## src/rtl/prog_loader_framed_pkg.sv

```systemverilog
// Shared types and constants for the framed program loader.
// Covers the frame FSM, the byte receiver FSM and the frame field sizes.
package prog_loader_framed_pkg;

    typedef enum logic [3:0] {
        HUNT,
        ADR2,
        ADR1,
        ADR0,
        LENH,
        LENL,
        DATA,
        WRITE,
        CHK
    } frame_state_t;

    typedef enum logic [1:0] {
        RX_IDLE,
        RX_START,
        RX_DATA,
        RX_STOP
    } rx_state_t;

    localparam logic [7:0] SYNC_BYTE       = 8'h55;
    localparam int         ADR_FIELD_BYTES = 3;

endpackage

```

## src/rtl/prog_loader_framed_uart_rx_byte.sv

```systemverilog
// 8N1 UART byte receiver with a 2-FF input synchroniser and a start-bit glitch filter.
// Delivers a one-cycle valid pulse with the byte, or a one-cycle ferr pulse on a bad stop bit.
module uart_rx_byte
    import prog_loader_framed_pkg::*;
#(
    parameter int CLKS_PER_BIT = 104
) (
    input  logic       clk,
    input  logic       reset,
    input  logic       rx,
    output logic [7:0] rx_byte,
    output logic       valid,
    output logic       ferr
);

    localparam int              CNT_W    = $clog2(CLKS_PER_BIT);
    localparam logic [CNT_W-1:0] CNT_HALF = CNT_W'(CLKS_PER_BIT / 2 - 1);
    localparam logic [CNT_W-1:0] CNT_FULL = CNT_W'(CLKS_PER_BIT - 1);

    rx_state_t        r_state;
    rx_state_t        w_next;
    logic [1:0]       r_sync;
    logic             r_rx_d;
    logic [CNT_W-1:0] r_cnt;
    logic [2:0]       r_bit;
    logic [7:0]       r_shift;
    logic             r_valid;
    logic             r_ferr;
    logic             w_rx;
    logic             w_half;
    logic             w_full;

    assign w_rx    = r_sync[1];
    assign w_half  = (r_cnt == CNT_HALF);
    assign w_full  = (r_cnt == CNT_FULL);
    assign rx_byte = r_shift;
    assign valid   = r_valid;
    assign ferr    = r_ferr;

    // Synchroniser flops reset to the idle level so reset release never looks like a start edge.
    // NOTE: sequential state uses non-blocking (<=) so every flop samples pre-edge values.
    always_ff @(posedge clk or posedge reset) begin
        if (reset) begin
            r_sync <= 2'b11;
            r_rx_d <= 1'b1;
        end else begin
            r_sync <= {r_sync[0], rx};
            r_rx_d <= w_rx;
        end
    end

    // NOTE: every always_comb output gets a default first, so no path can infer a latch.
    always_comb begin
        w_next = r_state;
        case (r_state)
            RX_IDLE:  if (r_rx_d && !w_rx)             w_next = RX_START;
            RX_START: if (w_half)                      w_next = w_rx ? RX_IDLE : RX_DATA;
            RX_DATA:  if (w_full && (r_bit == 3'd7))   w_next = RX_STOP;
            RX_STOP:  if (w_full)                      w_next = RX_IDLE;
            default:                                   w_next = RX_IDLE;
        endcase
    end

    always_ff @(posedge clk or posedge reset) begin
        if (reset) begin
            r_state <= RX_IDLE;
        end else begin
            r_state <= w_next;
        end
    end

    always_ff @(posedge clk or posedge reset) begin
        if (reset) begin
            r_cnt   <= '0;
            r_bit   <= '0;
            r_shift <= '0;
            r_valid <= 1'b0;
            r_ferr  <= 1'b0;
        end else begin
            if ((r_state == RX_IDLE) || (r_state != w_next) || w_full) begin
                r_cnt <= '0;
            end else begin
                r_cnt <= r_cnt + CNT_W'(1);
            end

            if ((r_state == RX_DATA) && w_full) begin
                r_shift <= {w_rx, r_shift[7:1]};
                r_bit   <= r_bit + 3'd1;
            end else if (r_state != RX_DATA) begin
                r_bit <= '0;
            end

            r_valid <= (r_state == RX_STOP) && w_full && w_rx;
            r_ferr  <= (r_state == RX_STOP) && w_full && !w_rx;
        end
    end

endmodule

```

## src/rtl/prog_loader_framed.sv

```systemverilog
// Framed, checksummed program loader: receives 55/A2/A1/A0/LH/LL/payload/C records over UART
// and writes each payload byte to external memory with a WRITE_CYCLES-long strobe.
module prog_loader_framed
    import prog_loader_framed_pkg::*;
#(
    parameter int ADR_WIDTH    = 21,
    parameter int CLKS_PER_BIT = 104,
    parameter int WRITE_CYCLES = 4,
    parameter int TIMEOUT_BITS = 64
) (
    input  logic                 clk,
    input  logic                 reset,
    input  logic                 rx,
    output logic [ADR_WIDTH-1:0] adr,
    output logic [7:0]           data,
    output logic                 write,
    output logic                 busy,
    output logic                 done,
    output logic                 err
);

    localparam int               TIMEOUT_CYCLES = TIMEOUT_BITS * CLKS_PER_BIT;
    localparam int               TMR_W          = $clog2(TIMEOUT_CYCLES + 1);
    localparam logic [TMR_W-1:0] TMR_LAST       = TMR_W'(TIMEOUT_CYCLES - 1);
    localparam int               WCNT_W         = $clog2(WRITE_CYCLES + 1);
    localparam logic [WCNT_W-1:0] WCNT_LAST     = WCNT_W'(WRITE_CYCLES);

    generate
        if ((ADR_WIDTH < 1) || (ADR_WIDTH > ADR_FIELD_BYTES * 8) || (CLKS_PER_BIT < 8) ||
            (WRITE_CYCLES < 1) || (WRITE_CYCLES > 8) || (WRITE_CYCLES >= 9 * CLKS_PER_BIT) ||
            (TIMEOUT_BITS < 1)) begin : g_bad_params
            $error("prog_loader_framed: parameter out of range");
        end
    endgenerate

    frame_state_t         r_state;
    frame_state_t         w_next;
    logic [ADR_WIDTH-1:0] r_adr;
    logic [7:0]           r_data;
    logic [15:0]          r_len;
    logic [7:0]           r_sum;
    logic [WCNT_W-1:0]    r_wcnt;
    logic [TMR_W-1:0]     r_timer;
    logic                 r_done;
    logic                 r_err;
    logic [7:0]           w_byte;
    logic                 w_valid;
    logic                 w_ferr;
    logic                 w_done_set;
    logic                 w_err_set;
    logic                 w_write_end;

    uart_rx_byte #(
        .CLKS_PER_BIT(CLKS_PER_BIT)
    ) u_rx (
        .clk    (clk),
        .reset  (reset),
        .rx     (rx),
        .rx_byte(w_byte),
        .valid  (w_valid),
        .ferr   (w_ferr)
    );

    // The strobe is decoded from registered state so an async reset drops it immediately.
    assign write       = (r_state == WRITE) && (r_wcnt != WCNT_LAST);
    assign w_write_end = (r_state == WRITE) && (r_wcnt == WCNT_LAST);
    assign adr         = r_adr;
    assign data        = r_data;
    assign busy        = (r_state != HUNT);
    assign done        = r_done;
    assign err         = r_err;

    always_comb begin
        w_next     = r_state;
        w_done_set = 1'b0;
        w_err_set  = 1'b0;
        case (r_state)
            HUNT:  if (w_valid && (w_byte == SYNC_BYTE)) w_next = ADR2;
            ADR2:  if (w_valid) w_next = ADR1;
            ADR1:  if (w_valid) w_next = ADR0;
            ADR0:  if (w_valid) w_next = LENH;
            LENH:  if (w_valid) w_next = LENL;
            LENL:  if (w_valid) w_next = ({r_len[15:8], w_byte} == 16'd0) ? CHK : DATA;
            DATA:  if (w_valid) w_next = WRITE;
            WRITE: if (w_write_end) w_next = (r_len == 16'd1) ? CHK : DATA;
            CHK: begin
                if (w_valid) begin
                    w_next = HUNT;
                    if (8'(r_sum + w_byte) == 8'd0) begin
                        w_done_set = 1'b1;
                    end else begin
                        w_err_set = 1'b1;
                    end
                end
            end
            default: w_next = HUNT;
        endcase

        // Abort on a broken byte or a stalled line; ferr and valid are never coincident.
        if ((r_state != HUNT) && (r_state != WRITE) &&
            (w_ferr || ((r_timer == TMR_LAST) && !w_valid))) begin
            w_next     = HUNT;
            w_err_set  = 1'b1;
            w_done_set = 1'b0;
        end
    end

    always_ff @(posedge clk or posedge reset) begin
        if (reset) begin
            r_state <= HUNT;
        end else begin
            r_state <= w_next;
        end
    end

    always_ff @(posedge clk or posedge reset) begin
        if (reset) begin
            r_adr   <= '0;
            r_data  <= '0;
            r_len   <= '0;
            r_sum   <= '0;
            r_wcnt  <= '0;
            r_timer <= '0;
            r_done  <= 1'b0;
            r_err   <= 1'b0;
        end else begin
            r_done <= w_done_set;

            if (w_err_set) begin
                r_err <= 1'b1;
            end else if ((r_state == HUNT) && (w_next == ADR2)) begin
                r_err <= 1'b0;
            end

            if ((r_state == HUNT) || w_valid) begin
                r_timer <= '0;
            end else if (r_timer != TMR_LAST) begin
                r_timer <= r_timer + TMR_W'(1);
            end

            if ((r_state == WRITE) && (r_wcnt != WCNT_LAST)) begin
                r_wcnt <= r_wcnt + WCNT_W'(1);
            end else begin
                r_wcnt <= '0;
            end

            if (w_valid) begin
                case (r_state)
                    HUNT: r_sum <= '0;
                    ADR2, ADR1, ADR0: begin
                        // Shifting 24 address bits through an ADR_WIDTH register keeps only the low bits.
                        r_adr <= ADR_WIDTH'({r_adr, w_byte});
                        r_sum <= r_sum + w_byte;
                    end
                    LENH: begin
                        r_len[15:8] <= w_byte;
                        r_sum       <= r_sum + w_byte;
                    end
                    LENL: begin
                        r_len[7:0] <= w_byte;
                        r_sum      <= r_sum + w_byte;
                    end
                    DATA: begin
                        r_data <= w_byte;
                        r_sum  <= r_sum + w_byte;
                    end
                    default: ;
                endcase
            end

            if (w_write_end) begin
                r_adr <= r_adr + ADR_WIDTH'(1);
                r_len <= r_len - 16'd1;
            end
        end
    end

endmodule

```

## config.mk

```make
export PLATFORM = sky130hd
export DESIGN_NAME = prog_loader_framed
export DESIGN_NICKNAME = d
export VERILOG_FILES = /design/src/rtl/prog_loader_framed_pkg.sv /design/src/rtl/prog_loader_framed_uart_rx_byte.sv /design/src/rtl/prog_loader_framed.sv
export SDC_FILE = /design/constraint.sdc
export NUM_CORES = 1
export LEC_CHECK = 0
export BUFFER_PORTS_ARGS = -buffer_cell sky130_fd_sc_hd__buf_2
export CORE_MARGIN = 3
export CORE_UTILIZATION = 35
export DETAILED_ROUTE_END_ITERATION = 10
export PLACE_DENSITY_LB_ADDON = 0.2
export SKIP_LAST_GASP = 1
export SLEW_MARGIN = 0
export SYNTH_ARGS = -nofsm -noshare
export SYNTH_HDL_FRONTEND = slang
export SYNTH_SLANG_ARGS = --single-unit
```

## constraint.sdc

```tcl
create_clock -name clk -period 4.1 [get_ports clk]
set_clock_uncertainty 0.2 [all_clocks]
set_input_delay 0.615 -clock clk [delete_from_list [all_inputs] [get_ports clk]]
set_output_delay 0.615 -clock clk [all_outputs]
set_load 0.01 [all_outputs]
```

==> metrics.md <==
| Metric | Value |
|---|---|
| Slew headroom | 0.458 |
| Leak pwr | 2.79 nW |
| Final period util | 0.776 |
| Critical Path RT | 4130 ps |
| Synth area leaders | dfrtp_1 (46%), nor2_1 (5.9%), ha_1 (3.8%) |
| CP max FO | 8 |
| Peak supply drop | 0.000330 V |
| Initial Utilization | 0.360 |
| Clock group share of total power | 0.417 |
| TritonCTS Buffers | 9 |
| Post-synth EDFFs | 0 |
| Status | finished, final reports clean |
| Achievable Freq | 0.314 GHz |
| Worst hold path type | reg2reg |
| Pre-Repair DR Iteration Count | 5 |
| CTS max path bufs | 2 |
| Critical Path AT | 3210 ps |
| Fin Hold WS | 157 ps |
| N_diodes | 0 |
| Core footprint | 14600 um^2 |
| Post-DRT Antenna Nets | 0 |
| DR WL/cell | 16.2 um |
| Final hold vios | 0 |
| NetSw | 497 uW |
| Synth Register Bits | 100 |
| Commonest cells after routing, fill and taps aside | dfrtp_1 (97), nor2_1 (83), nand2_1 (43) |
| Layout cell share with drive strength beyond 1 | 0.154 |
| Die W | 129 um |
| Area Overhead vs Synth | 12.4% |
| Dominant synthesized flop cell | dfrtp_1 |
| CP startpoint kind | flop |
| Mapped Avg Cell Area | 9.56 um^2 |
| Most common cell after layout, fill and taps aside | dfrtp_1 |
| Top-area cell type share of the netlist area | 0.461 |
| Sw Ratio | 0.242 |
| Total setup buffers inserted after CTS | 0 |
| Total negative slack | 0 ps |
| Gr usage total | 0.158 |
| Row Count | 44 |
| Residual DRC | 0 |
| R2R setup slack | 920 ps |
| Sequential element share of the synthesized area | 0.476 |
| Post-Syn Area | 5270 um^2 |
| Layout net count | 598 |
| Clock sink count | 100 |
| Global-route wire length before repair | 21000 um |
| Full die area | 16600 um^2 |
| Io pins | 36 |
| PD cells | 347 nW/um^2 |
| DR iter-0 viols | 326 |
| CP Class | reg2reg |
| IO Port Bufs | 35 |
| Antenna violations before repair | 0 |
| Synth Warn # | 0 |
| Cts repair resizes | 0 |
| Die H | 129 um |
| CTS tree | built |
| Vias in the first global route | 4094 |
| Sequential power share | 0.521 |
| # H-tree levels | 3 |
| Crit end category | flop |
| Top cell type by total area after synthesis | dfrtp_1 |
| Hold buffers post-CTS | 0 |
| Skew-Pair Late Insertion Delay | 350 ps |
| FFs w/ async S/R, synth | 1.00 |
| Int Power | 1.56 mW |
| Syn nets | 571 |
| Clk root buf | clkbuf_16 |
| Aggregate routed wire length | 12400 um |
| Vias | 4203 |
| Maximum Capacitance Violations | 0 |
| DP Wirelength | 8500 um |
| Logic pwr share | 0.062 |
| Total gr overflow | 0 |
| Synth unique cells | 62 |
| Fill count | 1446 |
| Global placement routability congestion | 0.847 |
| Vias/cell | 5.48 |
| Measured slew at the worst slew-check pin | 814 ps |
| Largest net degree at the start of global routing | 63 |
| RSZ-0062 raised after global routing | no |
| Final Setup Violations | 0 |
| Slew Limit Fails | 0 |
| Synth Instances | 551 |
| Period minus WS final | 3180 ps |
| Clk slew on worst S/H paths | 70 ps |
-- routing by layer --
metal	global-route usage	wire, um
met1	0.220	6030
met2	0.238	5640
met3	0.0482	579
met4	0.0451	188
met5	0	0
-- final timing paths --
check	start	end	depth (start not counted)
hold / removal	u_rx.r_sync[0]	u_rx.r_sync[1]	0
hold reg to reg	u_rx.r_sync[0]	u_rx.r_sync[1]	0
max in group asynchronous	reset	u_rx.r_rx_d	3
setup reg to reg	u_rx.rx_byte[0]	err	8
setup / recovery	u_rx.rx_byte[0]	err	8
min in group asynchronous	reset	r_timer[4]	2
-- synthesized netlist by cell type (3+ instances only) --
cell      count
nand3_1      23
nor4_1        5
a221o_1       3
o21ai_0      18
or4_1         3
dfstp_2       3
xnor2_1       9
a311oi_1      7
inv_1        16
nand2b_1      8
nand2_1      43
a22o_1        5
nor2_1       83
dfrtp_1      97
clkbuf_1     17
a211oi_1     14
nor3_1       25
a21oi_1      25
mux2i_1       3
xor2_1       14
o31ai_1       4
o221a_2       6
or3_1        13
o211ai_1      3
and3_1       11
or2_2         3
ha_1         16
buf_2         5
nand4_1       9
mux2_2       16
-- worst max-delay path, stage by stage (launching register included) --
cell      delay (ps)
dfrtp_1          460
ha_1             250
fa_1             410
a211oi_1         320
nor2_1           110
xor2_1           170
or4_1            490
or3_1            350
a221o_1          310
-- layout make-up --
| cell class | instances | area, um^2 | area share |
|---|---|---|---|
| timing repair buffer | 39 | 218 | 0.0368 |
| clock buffer | 10 | 229 | 0.0387 |
| inverter | 16 | 62.6 | 0.0106 |
| clock inverter | 6 | 63.8 | 0.0108 |
| sequential | 100 | 2510 | 0.423 |
| tap | 184 | 230 | 0.0389 |
| multi-input combinational | 412 | 2610 | 0.441 |
-- state kept, by name, indices dropped and copies added, names as in the netlist, 3 cells and up --
name	flops
r_wcnt	3
r_len	16
u_rx.r_cnt	7
adr	21
u_rx.rx_byte	8
r_timer	13
data	8
r_sum	8
r_state	4
u_rx.r_bit	3
-- cell families after synthesis --
group / synth area share
buf+inv: 0.0290
fa+ha+maj: 0.0418
flops: 0.476
simple gates: 0.233
compound gates: 0.142
mux: 0.0399
xor+xnor: 0.0383
-- stage by stage --
stage | util | total power [mW] | std cells | cell area (um^2) | setup WS, ps
final | 0.404 | 2.05 | 767 | 5920 | 920
after global routing | 0.404 | 2.16 | 767 | 5920 | 747
after CTS | 0.404 | 2.09 | 767 | 5920 | 919
after detailed placement | 0.384 | 1.22 | 751 | 5630 | 936
after global placement | 0.384 | 1.21 | 751 | 5630 | 1010
after floorplan | - | 1.19 | 551 | 5270 | 671
-- power groups by stage --
stage	clock (mW)	sequential, mW	combinational [mW]
2_1_floorplan	0	1.08	0.106
4_1_cts	0.892	1.07	0.132
5_1_grt	0.928	1.08	0.150
6_report	0.855	1.07	0.127
3_3_place_gp	0	1.09	0.126
3_5_place_dp	0	1.09	0.131
Power figures use the tool's default switching activity.
